`config.mk`:
```
export PLATFORM = sky130hd
export DESIGN_NAME = mac_sequencer
export DESIGN_NICKNAME = d
export VERILOG_FILES = /design/src/rtl/mac_sequencer_pkg.sv /design/src/rtl/mac_operand_buffer.sv /design/src/rtl/mac_sequencer.sv
export SDC_FILE = /design/constraint.sdc
export NUM_CORES = 1
export LEC_CHECK = 0
export BUFFER_PORTS_ARGS = -buffer_cell sky130_fd_sc_hd__buf_2
export CAP_MARGIN = 25
export CORE_MARGIN = 2
export CORE_UTILIZATION = 29
export DETAILED_ROUTE_END_ITERATION = 16
export PLACE_DENSITY = 0.56
export SYNTH_ARGS = -nofsm -noshare
export SYNTH_HDL_FRONTEND = slang
export SYNTH_SLANG_ARGS = --single-unit
```
`constraint.sdc`:
```
create_clock -name clk -period 16.4 [get_ports clk]
set_clock_uncertainty 0.2 [all_clocks]
set_input_delay 2.46 -clock clk [delete_from_list [all_inputs] [get_ports clk]]
set_output_delay 2.46 -clock clk [all_outputs]
set_load 0.05 [all_outputs]
```
`src/rtl/mac_sequencer_pkg.sv`:
```
// Shared constants for the MAC sequencer: operand width,
// the fp16 zero operand and the sequencer state encoding.
package mac_sequencer_pkg;

    localparam int DATA_WIDTH_DEF = 16;
    localparam int KERNEL_LEN_DEF = 9;
    localparam int IDX_W_DEF      = 4;

    localparam logic [15:0] FP16_ZERO = 16'h0000;

    localparam logic [2:0] ST_LOAD    = 3'd0;
    localparam logic [2:0] ST_CLEAR   = 3'd1;
    localparam logic [2:0] ST_STREAM  = 3'd2;
    localparam logic [2:0] ST_CAPTURE = 3'd3;
    localparam logic [2:0] ST_OUT     = 3'd4;

endpackage

```
`src/rtl/mac_operand_buffer.sv`:
```
// Kernel-window register file holding {pixel, weight} pairs:
// one synchronous write port, one combinational read port.
module mac_operand_buffer
    import mac_sequencer_pkg::*;
#(
    parameter int DATA_WIDTH = DATA_WIDTH_DEF,
    parameter int KERNEL_LEN = KERNEL_LEN_DEF,
    parameter int IDX_W      = IDX_W_DEF
) (
    input  logic                    clk,
    input  logic                    we_i,
    input  logic [IDX_W-1:0]        waddr_i,
    input  logic [2*DATA_WIDTH-1:0] wdata_i,
    input  logic [IDX_W-1:0]        raddr_i,
    output logic [2*DATA_WIDTH-1:0] rdata_o
);

    logic [2*DATA_WIDTH-1:0] mem_q [KERNEL_LEN];

    // Contents are don't-care after reset, so no reset branch.
    always_ff @(posedge clk) begin
        if (we_i) begin
            mem_q[waddr_i] <= wdata_i;
        end
    end

    assign rdata_o = mem_q[raddr_i];

endmodule

```
`src/rtl/mac_sequencer.sv`:
```
// Buffers one kernel window, clears the PE, streams the pairs
// and captures the dot product behind a valid/ready handshake.
module mac_sequencer
    import mac_sequencer_pkg::*;
#(
    parameter int DATA_WIDTH = DATA_WIDTH_DEF,
    parameter int KERNEL_LEN = KERNEL_LEN_DEF,
    parameter int IDX_W      = IDX_W_DEF
) (
    input  logic                  clk,
    input  logic                  reset,
    input  logic                  load_valid,
    output logic                  load_ready,
    input  logic [DATA_WIDTH-1:0] load_pixel,
    input  logic [DATA_WIDTH-1:0] load_weight,
    output logic [DATA_WIDTH-1:0] pe_floatA,
    output logic [DATA_WIDTH-1:0] pe_floatB,
    output logic                  pe_clear,
    input  logic [DATA_WIDTH-1:0] pe_result,
    output logic                  out_valid,
    input  logic                  out_ready,
    output logic [DATA_WIDTH-1:0] out_data
);

    localparam logic [IDX_W-1:0] LAST_IDX = IDX_W'(KERNEL_LEN - 1);
    localparam logic [IDX_W-1:0] IDX_ONE  = IDX_W'(1);
    localparam logic [DATA_WIDTH-1:0] OP_ZERO = DATA_WIDTH'(FP16_ZERO);

    logic [2:0]            state_q, state_d;
    logic [IDX_W-1:0]      wr_idx_q, wr_idx_d;
    logic [IDX_W-1:0]      rd_idx_q, rd_idx_d;
    logic [DATA_WIDTH-1:0] op_a_q, op_a_d;
    logic [DATA_WIDTH-1:0] op_b_q, op_b_d;
    logic                  clear_q, clear_d;
    logic                  out_valid_q, out_valid_d;
    logic [DATA_WIDTH-1:0] out_data_q, out_data_d;

    logic                    load_hs;
    logic                    wr_last;
    logic                    rd_last;
    logic [IDX_W-1:0]        rd_addr;
    logic [2*DATA_WIDTH-1:0] rd_data;

    assign load_ready = (state_q == ST_LOAD) && !reset;
    assign load_hs    = load_valid && load_ready;
    assign wr_last    = (wr_idx_q == LAST_IDX);
    assign rd_last    = (rd_idx_q == LAST_IDX);

    // Read the pair that goes onto the operands at the next edge.
    always_comb begin
        rd_addr = '0;
        if (state_q == ST_STREAM && !rd_last) begin
            rd_addr = rd_idx_q + IDX_ONE;
        end
    end

    mac_operand_buffer #(
        .DATA_WIDTH (DATA_WIDTH),
        .KERNEL_LEN (KERNEL_LEN),
        .IDX_W      (IDX_W)
    ) u_buf (
        .clk     (clk),
        .we_i    (load_hs),
        .waddr_i (wr_idx_q),
        .wdata_i ({load_pixel, load_weight}),
        .raddr_i (rd_addr),
        .rdata_o (rd_data)
    );

    always_comb begin
        state_d     = state_q;
        wr_idx_d    = wr_idx_q;
        rd_idx_d    = rd_idx_q;
        op_a_d      = OP_ZERO;
        op_b_d      = OP_ZERO;
        clear_d     = 1'b0;
        out_valid_d = out_valid_q;
        out_data_d  = out_data_q;
        unique case (state_q)
            ST_LOAD: begin
                if (load_hs) begin
                    if (wr_last) begin
                        wr_idx_d = '0;
                        clear_d  = 1'b1;
                        state_d  = ST_CLEAR;
                    end else begin
                        wr_idx_d = wr_idx_q + IDX_ONE;
                    end
                end
            end
            ST_CLEAR: begin
                rd_idx_d         = '0;
                {op_a_d, op_b_d} = rd_data;
                state_d          = ST_STREAM;
            end
            ST_STREAM: begin
                if (rd_last) begin
                    rd_idx_d = '0;
                    state_d  = ST_CAPTURE;
                end else begin
                    rd_idx_d         = rd_addr;
                    {op_a_d, op_b_d} = rd_data;
                end
            end
            ST_CAPTURE: begin
                // Operands are +0 here, so the PE sum is already final.
                out_data_d  = pe_result;
                out_valid_d = 1'b1;
                state_d     = ST_OUT;
            end
            ST_OUT: begin
                if (out_valid_q && out_ready) begin
                    out_valid_d = 1'b0;
                    state_d     = ST_LOAD;
                end
            end
            default: begin
                state_d = ST_LOAD;
            end
        endcase
    end

    always_ff @(posedge clk) begin
        if (reset) begin
            state_q     <= ST_LOAD;
            wr_idx_q    <= '0;
            rd_idx_q    <= '0;
            op_a_q      <= OP_ZERO;
            op_b_q      <= OP_ZERO;
            clear_q     <= 1'b0;
            out_valid_q <= 1'b0;
            out_data_q  <= '0;
        end else begin
            state_q     <= state_d;
            wr_idx_q    <= wr_idx_d;
            rd_idx_q    <= rd_idx_d;
            op_a_q      <= op_a_d;
            op_b_q      <= op_b_d;
            clear_q     <= clear_d;
            out_valid_q <= out_valid_d;
            out_data_q  <= out_data_d;
        end
    end

    assign pe_floatA = op_a_q;
    assign pe_floatB = op_b_q;
    assign pe_clear  = clear_q;
    assign out_valid = out_valid_q;
    assign out_data  = out_data_q;

endmodule

```
==> metrics.txt, run 1 <==
# TYPE chip_impl_metric gauge
chip_impl_info{name="worst_hold_startpoint",value="out_data[10]"} 1
chip_impl_metric{name="clock_path_buffers",unit=""} 3
chip_impl_metric{name="die_span_y",unit="um"} 215
chip_impl_metric{name="postSynth.asyncResetShare",unit="%"} 0
chip_impl_metric{name="leakage",unit="nW"} 4.89
chip_impl_metric{name="max_slew.worst_pin.slew",unit="ns"} 0.984
chip_impl_metric{name="clock_sink_count",unit=""} 349
chip_impl_metric{name="ys_ff_latch",unit=""} 349
chip_impl_info{name="synth_top_flop_cell",value="edfxtp_1"} 1
chip_impl_metric{name="design.final.nets",unit=""} 950
chip_impl_metric{name="antenna_violations_before_repair",unit=""} 0
chip_impl_metric{name="fin_setup_tns",unit="ns"} 0
chip_impl_metric{name="post_cts.repair.setup_buffers",unit=""} 0
chip_impl_info{name="grt_setup_unrepaired",value="false"} 1
chip_impl_metric{name="grt_first_pass_wirelength",unit="um"} 43300
chip_impl_metric{name="tritoncts.num_buffers",unit=""} 38
chip_impl_metric{name="start_util",unit="%"} 29.4
chip_impl_metric{name="final.period_utilization",unit="%"} 36.9
chip_impl_metric{name="slew-limit-headroom",unit="%"} 34.4
chip_impl_info{name="synth_largest_area_cell",value="edfxtp_1"} 1
chip_impl_metric{name="hold_violation_total_from_the_final_report",unit=""} 0
chip_impl_metric{name="drt_iter0_drc",unit=""} 473
chip_impl_metric{name="gp_routability_congestion",unit=""} 0.723
chip_impl_metric{name="yosys_warnings",unit=""} 0
chip_impl_metric{name="total_nets_after_synthesis",unit=""} 848
chip_impl_metric{name="num_io_pins",unit=""} 103
chip_impl_metric{name="setup_viol",unit=""} 0
chip_impl_metric{name="grt_max_degree",unit=""} 68
chip_impl_info{name="worstSetupEndpointType",value="output pin"} 1
chip_impl_metric{name="cp_max_fo",unit=""} 30
chip_impl_info{name="cts_tree",value="built"} 1
chip_impl_metric{name="power.total",unit="mW"} 1.82
chip_impl_info{name="crit-reg2reg-launch",value="rd_idx_q[0]"} 1
chip_impl_metric{name="post_synth_edffs",unit=""} 288
chip_impl_metric{name="grt_pass1_vias",unit=""} 7175
chip_impl_metric{name="clk_pin_slew",unit="ns"} 0.05
chip_impl_metric{name="post_drt_wl_per_cell",unit="um"} 18.8
chip_impl_metric{name="die_width",unit="um"} 215
chip_impl_metric{name="synthToLayoutAreaGrowth",unit="%"} 18.5
chip_impl_metric{name="detailedRoute.firstPassIterationCount",unit=""} 4
chip_impl_metric{name="fin_crit",unit="ns"} 6.05
chip_impl_metric{name="syn_avg_cell_area",unit="um^2"} 16.4
chip_impl_metric{name="report.final.slew_viol_count",unit=""} 0
chip_impl_metric{name="io_buffer_count",unit=""} 102
chip_impl_metric{name="post_synth_num_cell_types",unit=""} 35
chip_impl_metric{name="placementRows",unit=""} 77
chip_impl_metric{name="clkLatencyLatePin",unit="ns"} 0.54
chip_impl_metric{name="post_synthesis_instance_area",unit="mm^2"} 0.0130
chip_impl_metric{name="core_area",unit="mm^2"} 0.0441
chip_impl_metric{name="powerDensity",unit="mW/mm^2"} 118
chip_impl_metric{name="via_per_inst",unit=""} 4.67
chip_impl_metric{name="fmax",unit="MHz"} 165
chip_impl_info{name="worst_hold_class",value="reg2reg"} 1
chip_impl_metric{name="drive_above_1_share",unit="%"} 23.5
chip_impl_metric{name="worstPathArrival",unit="ns"} 3.39
chip_impl_info{name="clk_root_buffer_cell",value="clkbuf_16"} 1
chip_impl_metric{name="worstPathRequired",unit="ns"} 13.74
chip_impl_metric{name="cts_hold_buf",unit=""} 0
chip_impl_info{name="timing.critical_path.from_type",value="input port"} 1
chip_impl_metric{name="vias",unit=""} 7064
chip_impl_metric{name="global_route.overflow_total",unit=""} 0
chip_impl_metric{name="gr-usage-all-layers",unit="%"} 12.1
chip_impl_info{name="post_synth_most_frequent_cells",value="edfxtp_1, nand2_1, dfxtp_1, nor3_1"} 1
chip_impl_metric{name="ant_nets",unit=""} 0
chip_impl_metric{name="h-tree-depth",unit=""} 2
chip_impl_metric{name="area_of_the_die",unit="mm^2"} 0.0464
chip_impl_info{name="crit_type",value="in2out"} 1
chip_impl_info{name="synth_top_cells_by_area",value="edfxtp_1, dfxtp_1, mux4_2"} 1
chip_impl_metric{name="post-route-drc-count",unit=""} 0
chip_impl_info{name="outcome",value="finished clean"} 1
chip_impl_metric{name="wirelength",unit="um"} 28400
chip_impl_metric{name="detailed_place_hpwl",unit="um"} 15700
chip_impl_info{name="post-synth-top-count-cell",value="edfxtp_1"} 1
chip_impl_metric{name="peakVddDrop",unit="V"} 0.0000543
chip_impl_metric{name="ff2ff_path_depth",unit=""} 8
chip_impl_info{name="critPathLaunch",value="reset"} 1
chip_impl_metric{name="drv_cap",unit=""} 0
chip_impl_metric{name="cts_resized",unit=""} 0
chip_impl_metric{name="timing.hold.worst_path_depth",unit=""} 2
chip_impl_metric{name="share_of_the_yosys_chip_area_belonging_to_registers",unit="%"} 76.2
chip_impl_metric{name="synth_top_area_share",unit="%"} 66.7
chip_impl_metric{name="antenna_cells_inserted",unit=""} 0
chip_impl_metric{name="post_synth_inst_count",unit=""} 790
-- registers in the layout, summed over array words and instances (netlist names) --
register and flops:
out_valid 1, state_q 3, wr_idx_q 4, u_buf.mem_q 288, rd_idx_q 4, out_data 16, pe_clear 1, pe_floatB 16
pe_floatA 16
-- critical path: stages --
cell    delay, ns
buf_2        0.29
nor4_4       0.29
buf_2        0.34
-- report_power, final --
group | internal (mW) | switching (mW)
combinational | 0.0100 | 0.0226
clock | 0.477 | 0.336
sequential | 0.967 | 0.00224
-- layer usage --
| metal | GRT usage, % | vias up | routed length, um |
|---|---|---|---|
| met2 | 20.7 | 143 | 14000 |
| li1 | - | 3306 | - |
| met4 | 3.29 | 0 | 488 |
| met5 | 0 | - | 0 |
| met1 | 15.8 | 3580 | 12800 |
| met3 | 2.20 | 35 | 1180 |
-- per-stage QoR --
step                instances  setup WS [ns]  utilization [%]  hold WS (ns)  instance area (um^2)
finish                   1513          10.35             34.8         0.255                 15400
global route             1513          10.27             34.8         0.277                 15400
CTS                      1512          10.34             34.7         0.257                 15300
detailed placement       1443          10.34             32.0         0.249                 14100
global placement         1443          10.37             32.0         0.243                 14100
floorplan                 790           8.84                -         0.259                 13000
-- kinds of logic (layout without fill, tap and decap cells) --
family                   Yosys count  in the layout  synth area share [%]
flip-flops                       349            349                  76.2
AO/OA/AOI/OAI                    157            157                  7.44
AND/OR/NAND/NOR                  150            150                  5.42
multiplexers                      65             65                  8.11
adder cells (fa/ha/maj)            6              6                 0.579
XOR/XNOR                           3              3                 0.261
buffers and inverters             60            191                  2.03
-- placed cells by master, fill, tap and decap left out, types with 2 or more instances in the layout --
| master | synthesis | routed |
|---|---|---|
| a211oi_1 | 33 | 33 |
| mux2i_1 | 33 | 33 |
| nand3_1 | 4 | 4 |
| clkbuf_16 | 0 | 38 |
| clkinv_2 | 0 | 3 |
| a21oi_1 | 24 | 24 |
| o22ai_1 | 32 | 32 |
| nand3b_1 | 2 | 2 |
| edfxtp_1 | 288 | 288 |
| nor2_1 | 15 | 13 |
| clkinv_1 | 0 | 12 |
| nor4b_2 | 0 | 4 |
| a31oi_1 | 33 | 33 |
| dfxtp_1 | 61 | 60 |
| nor3b_1 | 2 | 2 |
| clkbuf_8 | 0 | 4 |
| o21ai_1 | 7 | 7 |
| inv_1 | 4 | 4 |
| ha_1 | 6 | 6 |
| and2_2 | 0 | 4 |
| nor3_1 | 36 | 35 |
| buf_2 | 24 | 102 |
| o21ai_0 | 26 | 26 |
| clkbuf_1 | 26 | 8 |
| bufinv_16 | 0 | 2 |
| mux4_2 | 32 | 32 |
| nand2_1 | 75 | 75 |
| buf_4 | 0 | 14 |
-- final cells by class --
type / count / area (um^2)
tap: 592 / 741
timing repair buffer: 117 / 643
multi-input combinational: 381 / 2880
fill: 4280 / 28800
inverter: 5 / 18.8
sequential: 349 / 9870
clock inverter: 19 / 156
clock buffer: 50 / 1040
-- path summary, 6_finish.rpt --
check,end,slack (ns)
hold reg to reg,out_data[10],0.25
setup reg to reg,pe_floatA[1],12.63
hold / removal,out_data[10],0.25
setup / recovery,load_ready,10.35
Note: power is estimated with default switching activity, not from simulation.
==> run 2, diff against run 1 <==
--- a/config.mk
+++ b/config.mk
@@ -5,12 +5,13 @@
 export SDC_FILE = /design/constraint.sdc
 export NUM_CORES = 1
 export LEC_CHECK = 0
+export ABC_AREA = 1
 export BUFFER_PORTS_ARGS = -buffer_cell sky130_fd_sc_hd__buf_2
 export CAP_MARGIN = 25
 export CORE_MARGIN = 2
 export CORE_UTILIZATION = 29
 export DETAILED_ROUTE_END_ITERATION = 16
-export PLACE_DENSITY = 0.56
+export PLACE_DENSITY = 0.57
 export SYNTH_ARGS = -nofsm -noshare
 export SYNTH_HDL_FRONTEND = slang
 export SYNTH_SLANG_ARGS = --single-unit
==> constraint.sdc (replaced) <==
create_clock -name clk -period 5.11 [get_ports clk]
set_clock_uncertainty 0.2 [all_clocks]
set_input_delay 0.7665 -clock clk [delete_from_list [all_inputs] [get_ports clk]]
set_output_delay 0.7665 -clock clk [all_outputs]
set_load 0.05 [all_outputs]
==> run 2 against run 1 <==
Compared with the run above:
- sequential power grew to 3.3 times the previous value
- flip-flop and latch count did not move
- cell count increased by 34%
- die area increased by 8.6%
- first-iteration DRC count rose by 60%
- hold slack gained 0.021 ns
- utilization fell by 0.54 points
- synthesized cell count rose by 65%
- highest routed layer is now met5
==> metrics.txt, run 2 <==
# TYPE chip_impl_metric gauge
chip_impl_metric{name="stdcell_count",unit=""} 2031
chip_impl_metric{name="cp_max_fo",unit=""} 34
chip_impl_metric{name="placementRows",unit=""} 80
chip_impl_info{name="synth_top_flop_cell",value="edfxtp_1"} 1
chip_impl_info{name="worst_r2r_endpoint",value="pe_floatA[8]"} 1
chip_impl_metric{name="slew-limit-headroom",unit="%"} 31.4
chip_impl_info{name="path_common_cell",value="inv_2"} 1
chip_impl_info{name="regMostFlops",value="u_buf.mem_q"} 1
chip_impl_metric{name="post_synth_edffs",unit=""} 288
chip_impl_metric{name="tritoncts.num_buffers",unit=""} 37
chip_impl_info{name="worstPathCellList",value="inv_2, buf_4, ha_1, nand3_2, nand2_2, inv_2, nand2_2, inv_2, nand3_1, nand2_1, nor2_1, nor2_1"} 1
chip_impl_metric{name="ys_ff_latch",unit=""} 349
chip_impl_metric{name="num_io_pins",unit=""} 103
chip_impl_metric{name="final_critical_path_setup_slack",unit="ns"} 1.08
chip_impl_metric{name="detailedRoute.firstPassIterationCount",unit=""} 5
chip_impl_info{name="clk_root_buffer_cell",value="clkbuf_16"} 1
chip_impl_metric{name="grt_pass1_vias",unit=""} 9512
chip_impl_metric{name="via_per_inst",unit=""} 4.63
chip_impl_metric{name="drt_iter0_drc",unit=""} 758
chip_impl_metric{name="clock_sink_count",unit=""} 349
chip_impl_info{name="worst_hold_path.endpoint",value="out_data[5]"} 1
chip_impl_metric{name="fin_setup_tns",unit="ns"} 0
chip_impl_metric{name="core_area",unit="mm^2"} 0.0478
chip_impl_info{name="post-synth-top-count-cell",value="nand2_1"} 1
chip_impl_metric{name="synth_top_area_share",unit="%"} 61.3
chip_impl_metric{name="post_drt_wl_per_cell",unit="um"} 16.9
chip_impl_metric{name="detailed_place_hpwl",unit="um"} 18700
chip_impl_info{name="worst_hold_class",value="in2reg"} 1
chip_impl_metric{name="antenna_violations_before_repair",unit=""} 2
chip_impl_metric{name="post_synth_inst_count",unit=""} 1302
chip_impl_info{name="worst_hold_startpoint",value="pe_result[5]"} 1
chip_impl_metric{name="drive_above_1_share",unit="%"} 14.4
chip_impl_metric{name="ff2ff_path_depth",unit=""} 12
chip_impl_info{name="crit_type",value="reg2reg"} 1
chip_impl_metric{name="total_nets_after_synthesis",unit=""} 1360
chip_impl_metric{name="setup_viol",unit=""} 0
chip_impl_metric{name="syn_avg_cell_area",unit="um^2"} 10.8
chip_impl_metric{name="placed_cells",unit=""} 1962
chip_impl_info{name="commonest_cells_after_routing_fill_and_taps_aside",value="nand2_1, edfxtp_1, nor2_1"} 1
chip_impl_metric{name="fin_crit",unit="ns"} 4.03
chip_impl_metric{name="post_cts.repair.setup_buffers",unit=""} 0
chip_impl_info{name="outcome",value="finished clean"} 1
chip_impl_info{name="crit-reg2reg-launch",value="rd_idx_q[0]"} 1
chip_impl_metric{name="post_synth_num_cell_types",unit=""} 28
chip_impl_metric{name="peakVddDrop",unit="V"} 0.000208
chip_impl_metric{name="postSynth.asyncResetShare",unit="%"} 0
chip_impl_metric{name="ant_nets",unit=""} 0
chip_impl_metric{name="cts_hold_buf",unit=""} 0
chip_impl_metric{name="max_slew.worst_pin.slew",unit="ns"} 1.03
chip_impl_metric{name="area_of_the_die",unit="mm^2"} 0.0504
chip_impl_metric{name="worst_hold_slack",unit="ns"} 0.276
chip_impl_metric{name="largest_register_ffs",unit=""} 288
chip_impl_metric{name="yosys_warnings",unit=""} 0
chip_impl_metric{name="post-route-drc-count",unit=""} 0
chip_impl_metric{name="gp_routability_congestion",unit=""} 0.763
chip_impl_metric{name="vias",unit=""} 9395
chip_impl_info{name="post_synth_most_frequent_cells",value="nand2_1, edfxtp_1, nor2_1, nand3_1, inv_1"} 1
chip_impl_info{name="synth_largest_area_cell",value="edfxtp_1"} 1
chip_impl_metric{name="clock_path_buffers",unit=""} 3
chip_impl_info{name="cts_tree",value="built"} 1
chip_impl_metric{name="regToRegSetupSlack",unit="ns"} 1.08
chip_impl_metric{name="leakage",unit="nW"} 6.80
chip_impl_metric{name="report.final.slew_viol_count",unit=""} 0
chip_impl_metric{name="timing.hold.worst_path_depth",unit=""} 3
chip_impl_metric{name="io_buffer_count",unit=""} 102
chip_impl_metric{name="drv_cap",unit=""} 0
chip_impl_info{name="timing.critical_path.from_type",value="flop"} 1
chip_impl_metric{name="global_route.overflow_total",unit=""} 0
chip_impl_metric{name="clkLatencyLatePin",unit="ns"} 0.52
chip_impl_metric{name="cts_resized",unit=""} 0
chip_impl_metric{name="post_synthesis_instance_area",unit="mm^2"} 0.0141
chip_impl_metric{name="die_span_y",unit="um"} 224
chip_impl_metric{name="detailedPlace.worstSlack",unit="ns"} 1.11
chip_impl_metric{name="grt_max_degree",unit=""} 72
chip_impl_metric{name="worstPathRequired",unit="ns"} 5.32
chip_impl_metric{name="hold_violation_total_from_the_final_report",unit=""} 0
chip_impl_metric{name="die_width",unit="um"} 224
chip_impl_metric{name="clk_pin_slew",unit="ns"} 0.06
chip_impl_metric{name="grt_first_pass_wirelength",unit="um"} 54200
chip_impl_metric{name="final.period_utilization",unit="%"} 78.8
chip_impl_metric{name="max_stage_delay",unit="ns"} 0.64
chip_impl_metric{name="h-tree-depth",unit=""} 2
chip_impl_metric{name="fmax",unit="MHz"} 248
chip_impl_metric{name="gr-usage-all-layers",unit="%"} 13.7
chip_impl_metric{name="start_util",unit="%"} 29.5
chip_impl_metric{name="worstPathArrival",unit="ns"} 4.24
chip_impl_info{name="worstSetupEndpointType",value="flop"} 1
chip_impl_metric{name="share_of_the_yosys_chip_area_belonging_to_registers",unit="%"} 70.0
chip_impl_metric{name="wirelength",unit="um"} 34300
chip_impl_info{name="synth_top_cells_by_area",value="edfxtp_1, dfxtp_1, nand2_1"} 1
chip_impl_metric{name="fin_util",unit="%"} 34.3
chip_impl_info{name="final_common_cell",value="nand2_1"} 1
chip_impl_info{name="crit_path_top_delay_cell",value="nand2_2"} 1
chip_impl_metric{name="synthToLayoutAreaGrowth",unit="%"} 16.3
chip_impl_metric{name="design.final.nets",unit=""} 1444
chip_impl_info{name="grt_setup_unrepaired",value="false"} 1
chip_impl_metric{name="powerDensity",unit="mW/mm^2"} 388
-- run 2: cell types whose count changed after synthesis, sizes merged, moves of 18 or more --
cell,change
inv,+81
nand3,+99
mux4,-32
nor2,+215
a31oi,-33
o22ai,-32
buf,+30
nand2,+233
a211oi,-33
o21ai,+18
mux2i,-33
nand4,+65
nor3,-23
-- run 2: where the power goes --
group	total (mW)	internal, mW	switching [mW]
clock network	2.70	1.62	1.08
logic	0.504	0.129	0.375
registers	3.16	3.14	0.0203
-- run 2: worst max path at each step --
stage,cells past startpoint,slack (ns),startpoint,endpoint
global route,12,0.75,rd_idx_q[0],pe_floatA[8]
finish,12,1.08,rd_idx_q[0],pe_floatA[8]
global placement,12,1.15,rd_idx_q[0],pe_floatA[13]
floorplan,4,0.94,reset,u_buf.mem_q[0][0]
CTS,12,1.09,rd_idx_q[0],pe_floatA[13]
detailed placement,12,1.11,rd_idx_q[0],pe_floatA[11]
-- run 2: through the flow --
stage | instance area, um^2 | total power, mW
floorplan | 14100 | 3.57
global placement | 15200 | 3.72
detailed placement | 15200 | 3.73
CTS | 16400 | 6.43
global route | 16400 | 6.59
finish | 16400 | 6.36
-- run 2: cell type report --
cell class,instances,area [um^2]
flip-flops and latches,349,9870
multi-input cells,790,3530
well taps,615,769
diodes,1,2.50
clock inverters,17,164
repair buffers,121,653
clock buffers,51,1070
fillers,4747,31500
inverters,87,327
-- run 2: kinds of logic (layout without fill, tap and decap cells) --
kind of cell | count (synthesis) | after routing | synth area share, %
xor gates and xnor gates | 1 | 1 | 0.0621
DFF | 349 | 349 | 70.0
adders and majority gates | 6 | 6 | 0.533
buffers and inverters | 163 | 276 | 5.42
AOI/OAI and AO/OA | 64 | 64 | 2.39
and+or+nand+nor | 719 | 719 | 21.6
other | 0 | 1 | 0
-- run 2: routing by layer --
layer / GRT usage (%) / vias up / routed length (um)
met4: 3.20 / 2 / 568
met2: 23.4 / 209 / 16900
met3: 2.44 / 42 / 1650
met5: 0 / - / 13
met1: 17.9 / 4569 / 15200
li1: - / 4573 / -
-- run 2: critical path: cells and delay by family, from the launching register on --
family                     cells  cell delay [ns]
DFF                            1             0.32
buffers and inverters          4             1.08
adders and majority gates      1             0.24
and+or+nand+nor                7             2.07
==> run 3, diff against run 2 <==
==> constraint.sdc (replaced) <==
create_clock -name clk -period 3.4 [get_ports clk]
set_clock_uncertainty 0.2 [all_clocks]
set_input_delay 0.51 -clock clk [delete_from_list [all_inputs] [get_ports clk]]
set_output_delay 0.51 -clock clk [all_outputs]
set_load 0.05 [all_outputs]
==> run 3 against run 2 <==
Compared with the run above:
- first-iteration DRC count shrank 10%
- clock power grew 37%
- flip-flop and latch count is the same
- sequential share of layout area hardly changed
- wire length shrank 3.5%
- utilization about the same
- cell area hardly changed
- global-route usage decreased by 0.36 points
- setup slack got worse by 0.33 ns
- non-clock buffer count increased by 11
==> metrics.txt, run 3 (same netlist as run 2, synthesis figures left out) <==
# TYPE chip_impl_metric gauge
chip_impl_info{name="outcome",value="finished clean"} 1
chip_impl_info{name="regMostFlops",value="u_buf.mem_q"} 1
chip_impl_metric{name="cts_resized",unit=""} 0
chip_impl_metric{name="antenna_violations_before_repair",unit=""} 1
chip_impl_metric{name="synthToLayoutAreaGrowth",unit="%"} 16.3
chip_impl_metric{name="n_fill_cell",unit=""} 4689
chip_impl_metric{name="post_cts.repair.setup_buffers",unit=""} 0
chip_impl_metric{name="clock_path_buffers",unit=""} 3
chip_impl_info{name="commonest_cells_after_routing_fill_and_taps_aside",value="nand2_1, edfxtp_1, nor2_1"} 1
chip_impl_metric{name="worstPathRequired",unit="ns"} 3.65
chip_impl_metric{name="leakage",unit="nW"} 6.81
chip_impl_metric{name="area_of_the_die",unit="mm^2"} 0.0504
chip_impl_info{name="final_common_cell",value="nand2_1"} 1
chip_impl_metric{name="drv_cap",unit=""} 0
chip_impl_metric{name="largest_register_ffs",unit=""} 288
chip_impl_metric{name="wirelength",unit="um"} 33100
chip_impl_metric{name="timing.hold.worst_path_depth",unit=""} 3
chip_impl_metric{name="grt_first_pass_wirelength",unit="um"} 52100
chip_impl_metric{name="peakVddDrop",unit="V"} 0.000316
chip_impl_metric{name="grt_max_degree",unit=""} 98
chip_impl_metric{name="gr-usage-all-layers",unit="%"} 13.3
chip_impl_info{name="clk_root_buffer_cell",value="clkbuf_16"} 1
chip_impl_metric{name="grtUsageMet2",unit="%"} 22.8
chip_impl_metric{name="die_width",unit="um"} 224
chip_impl_metric{name="design.final.nets",unit=""} 1453
chip_impl_metric{name="report.final.slew_viol_count",unit=""} 0
chip_impl_metric{name="drt_iter0_drc",unit=""} 681
chip_impl_metric{name="vias",unit=""} 9262
chip_impl_info{name="crit_type",value="reg2reg"} 1
chip_impl_metric{name="cts_hold_buf",unit=""} 0
chip_impl_metric{name="core_area",unit="mm^2"} 0.0478
chip_impl_metric{name="setup_viol",unit=""} 0
chip_impl_metric{name="detailed_place_hpwl",unit="um"} 18200
chip_impl_info{name="worst_hold_class",value="in2reg"} 1
chip_impl_info{name="worstSetupEndpointType",value="flop"} 1
chip_impl_metric{name="io_buffer_count",unit=""} 102
chip_impl_info{name="grt_setup_unrepaired",value="false"} 1
chip_impl_metric{name="drive_above_1_share",unit="%"} 14.7
chip_impl_metric{name="powerDensity",unit="mW/mm^2"} 562
chip_impl_metric{name="global_route.overflow_total",unit=""} 0
chip_impl_metric{name="gp_routability_congestion",unit=""} 0.733
chip_impl_metric{name="num_io_pins",unit=""} 103
chip_impl_metric{name="slew-limit-headroom",unit="%"} 44.1
chip_impl_metric{name="stdcell_count",unit=""} 2035
chip_impl_info{name="cts_tree",value="built"} 1
chip_impl_metric{name="h-tree-depth",unit=""} 2
chip_impl_metric{name="post_drt_wl_per_cell",unit="um"} 16.3
chip_impl_metric{name="detailedRoute.firstPassIterationCount",unit=""} 4
chip_impl_metric{name="clkLatencyLatePin",unit="ns"} 0.52
chip_impl_info{name="grt.busiest_layer",value="met2"} 1
chip_impl_metric{name="max_slew.worst_pin.slew",unit="ns"} 0.837
chip_impl_metric{name="hold_violation_total_from_the_final_report",unit=""} 0
chip_impl_metric{name="ff2ff_path_depth",unit=""} 12
chip_impl_metric{name="placed_cells",unit=""} 1972
chip_impl_metric{name="ant_nets",unit=""} 0
chip_impl_metric{name="cp_max_fo",unit=""} 32
chip_impl_metric{name="gr-usage-met1",unit="%"} 16.9
chip_impl_metric{name="fin_setup_tns",unit="ns"} 0
chip_impl_metric{name="die_span_y",unit="um"} 224
chip_impl_info{name="timing.critical_path.from_type",value="flop"} 1
chip_impl_metric{name="placementRows",unit=""} 80
chip_impl_metric{name="fin_crit",unit="ns"} 2.65
chip_impl_metric{name="tritoncts.num_buffers",unit=""} 35
chip_impl_metric{name="clock_sink_count",unit=""} 349
chip_impl_metric{name="final.period_utilization",unit="%"} 77.8
chip_impl_metric{name="met3_usage",unit="%"} 2.66
chip_impl_metric{name="post-route-drc-count",unit=""} 0
chip_impl_metric{name="fmax",unit="MHz"} 378
chip_impl_metric{name="fin_util",unit="%"} 34.3
chip_impl_metric{name="via_per_inst",unit=""} 4.55
chip_impl_metric{name="start_util",unit="%"} 29.5
chip_impl_metric{name="grt_pass1_vias",unit=""} 9272
chip_impl_metric{name="worstPathArrival",unit="ns"} 2.90
chip_impl_metric{name="clk_pin_slew",unit="ns"} 0.06
[run 3: path summary, 6_finish.rpt]
kind	startpoint	to	slack, ns
hold reg to reg	out_valid	out_valid	0.28
hold / removal	pe_result[15]	out_data[15]	0.03
setup reg to reg	rd_idx_q[1]	pe_floatA[5]	0.75
setup / recovery	rd_idx_q[1]	pe_floatA[5]	0.75
[run 3: layout make-up]
| type | instances | area (um^2) | area share (%) |
|---|---|---|---|
| diodes | 1 | 2.50 | 0.0153 |
| flip-flops and latches | 349 | 9870 | 60.2 |
| repair buffers | 132 | 806 | 4.92 |
| clock buffers | 46 | 957 | 5.84 |
| inverters | 87 | 327 | 1.99 |
| well taps | 615 | 769 | 4.69 |
| clock inverters | 15 | 129 | 0.786 |
| multi-input cells | 790 | 3530 | 21.6 |
[run 3: worst max-delay path, cell delays in order (launching register included)]
cell     delay [ns]
dfxtp_1        0.37
inv_1          0.06
ha_1           0.18
nand3_2        0.18
buf_4          0.28
nand2_2        0.13
inv_2          0.10
nand2_2        0.06
inv_2          0.61
nand3_1        0.15
nand2_1        0.09
nor2_1         0.05
nor2_1         0.12
[run 3: power by group]
group | leakage, nW | internal, mW | switching (mW)
clock network | 0.531 | 2.13 | 1.57
registers | 3.09 | 4.71 | 0.0279
logic | 3.19 | 0.211 | 0.564
total | 6.81 | 7.06 | 2.16
[run 3: stage by stage]
step | setup WS (ns) | power [mW] | hold WS [ns] | cell area (um^2)
5_1_grt | 0.482 | 9.58 | 0.0260 | 16400
3_5_place_dp | 0.777 | 5.61 | 0.278 | 15300
4_1_cts | 0.747 | 9.32 | 0.000119 | 16400
2_1_floorplan | -0.509 | 5.36 | 0.266 | 14100
6_report | 0.754 | 9.22 | 0.0251 | 16400
3_3_place_gp | 0.842 | 5.60 | 0.260 | 15300
[run 3: metal layers]
layer,vias to the layer above,wire (um)
li1,4581,-
met1,4427,14700
met2,194,16100
met3,58,1590
met4,2,714
met5,-,12
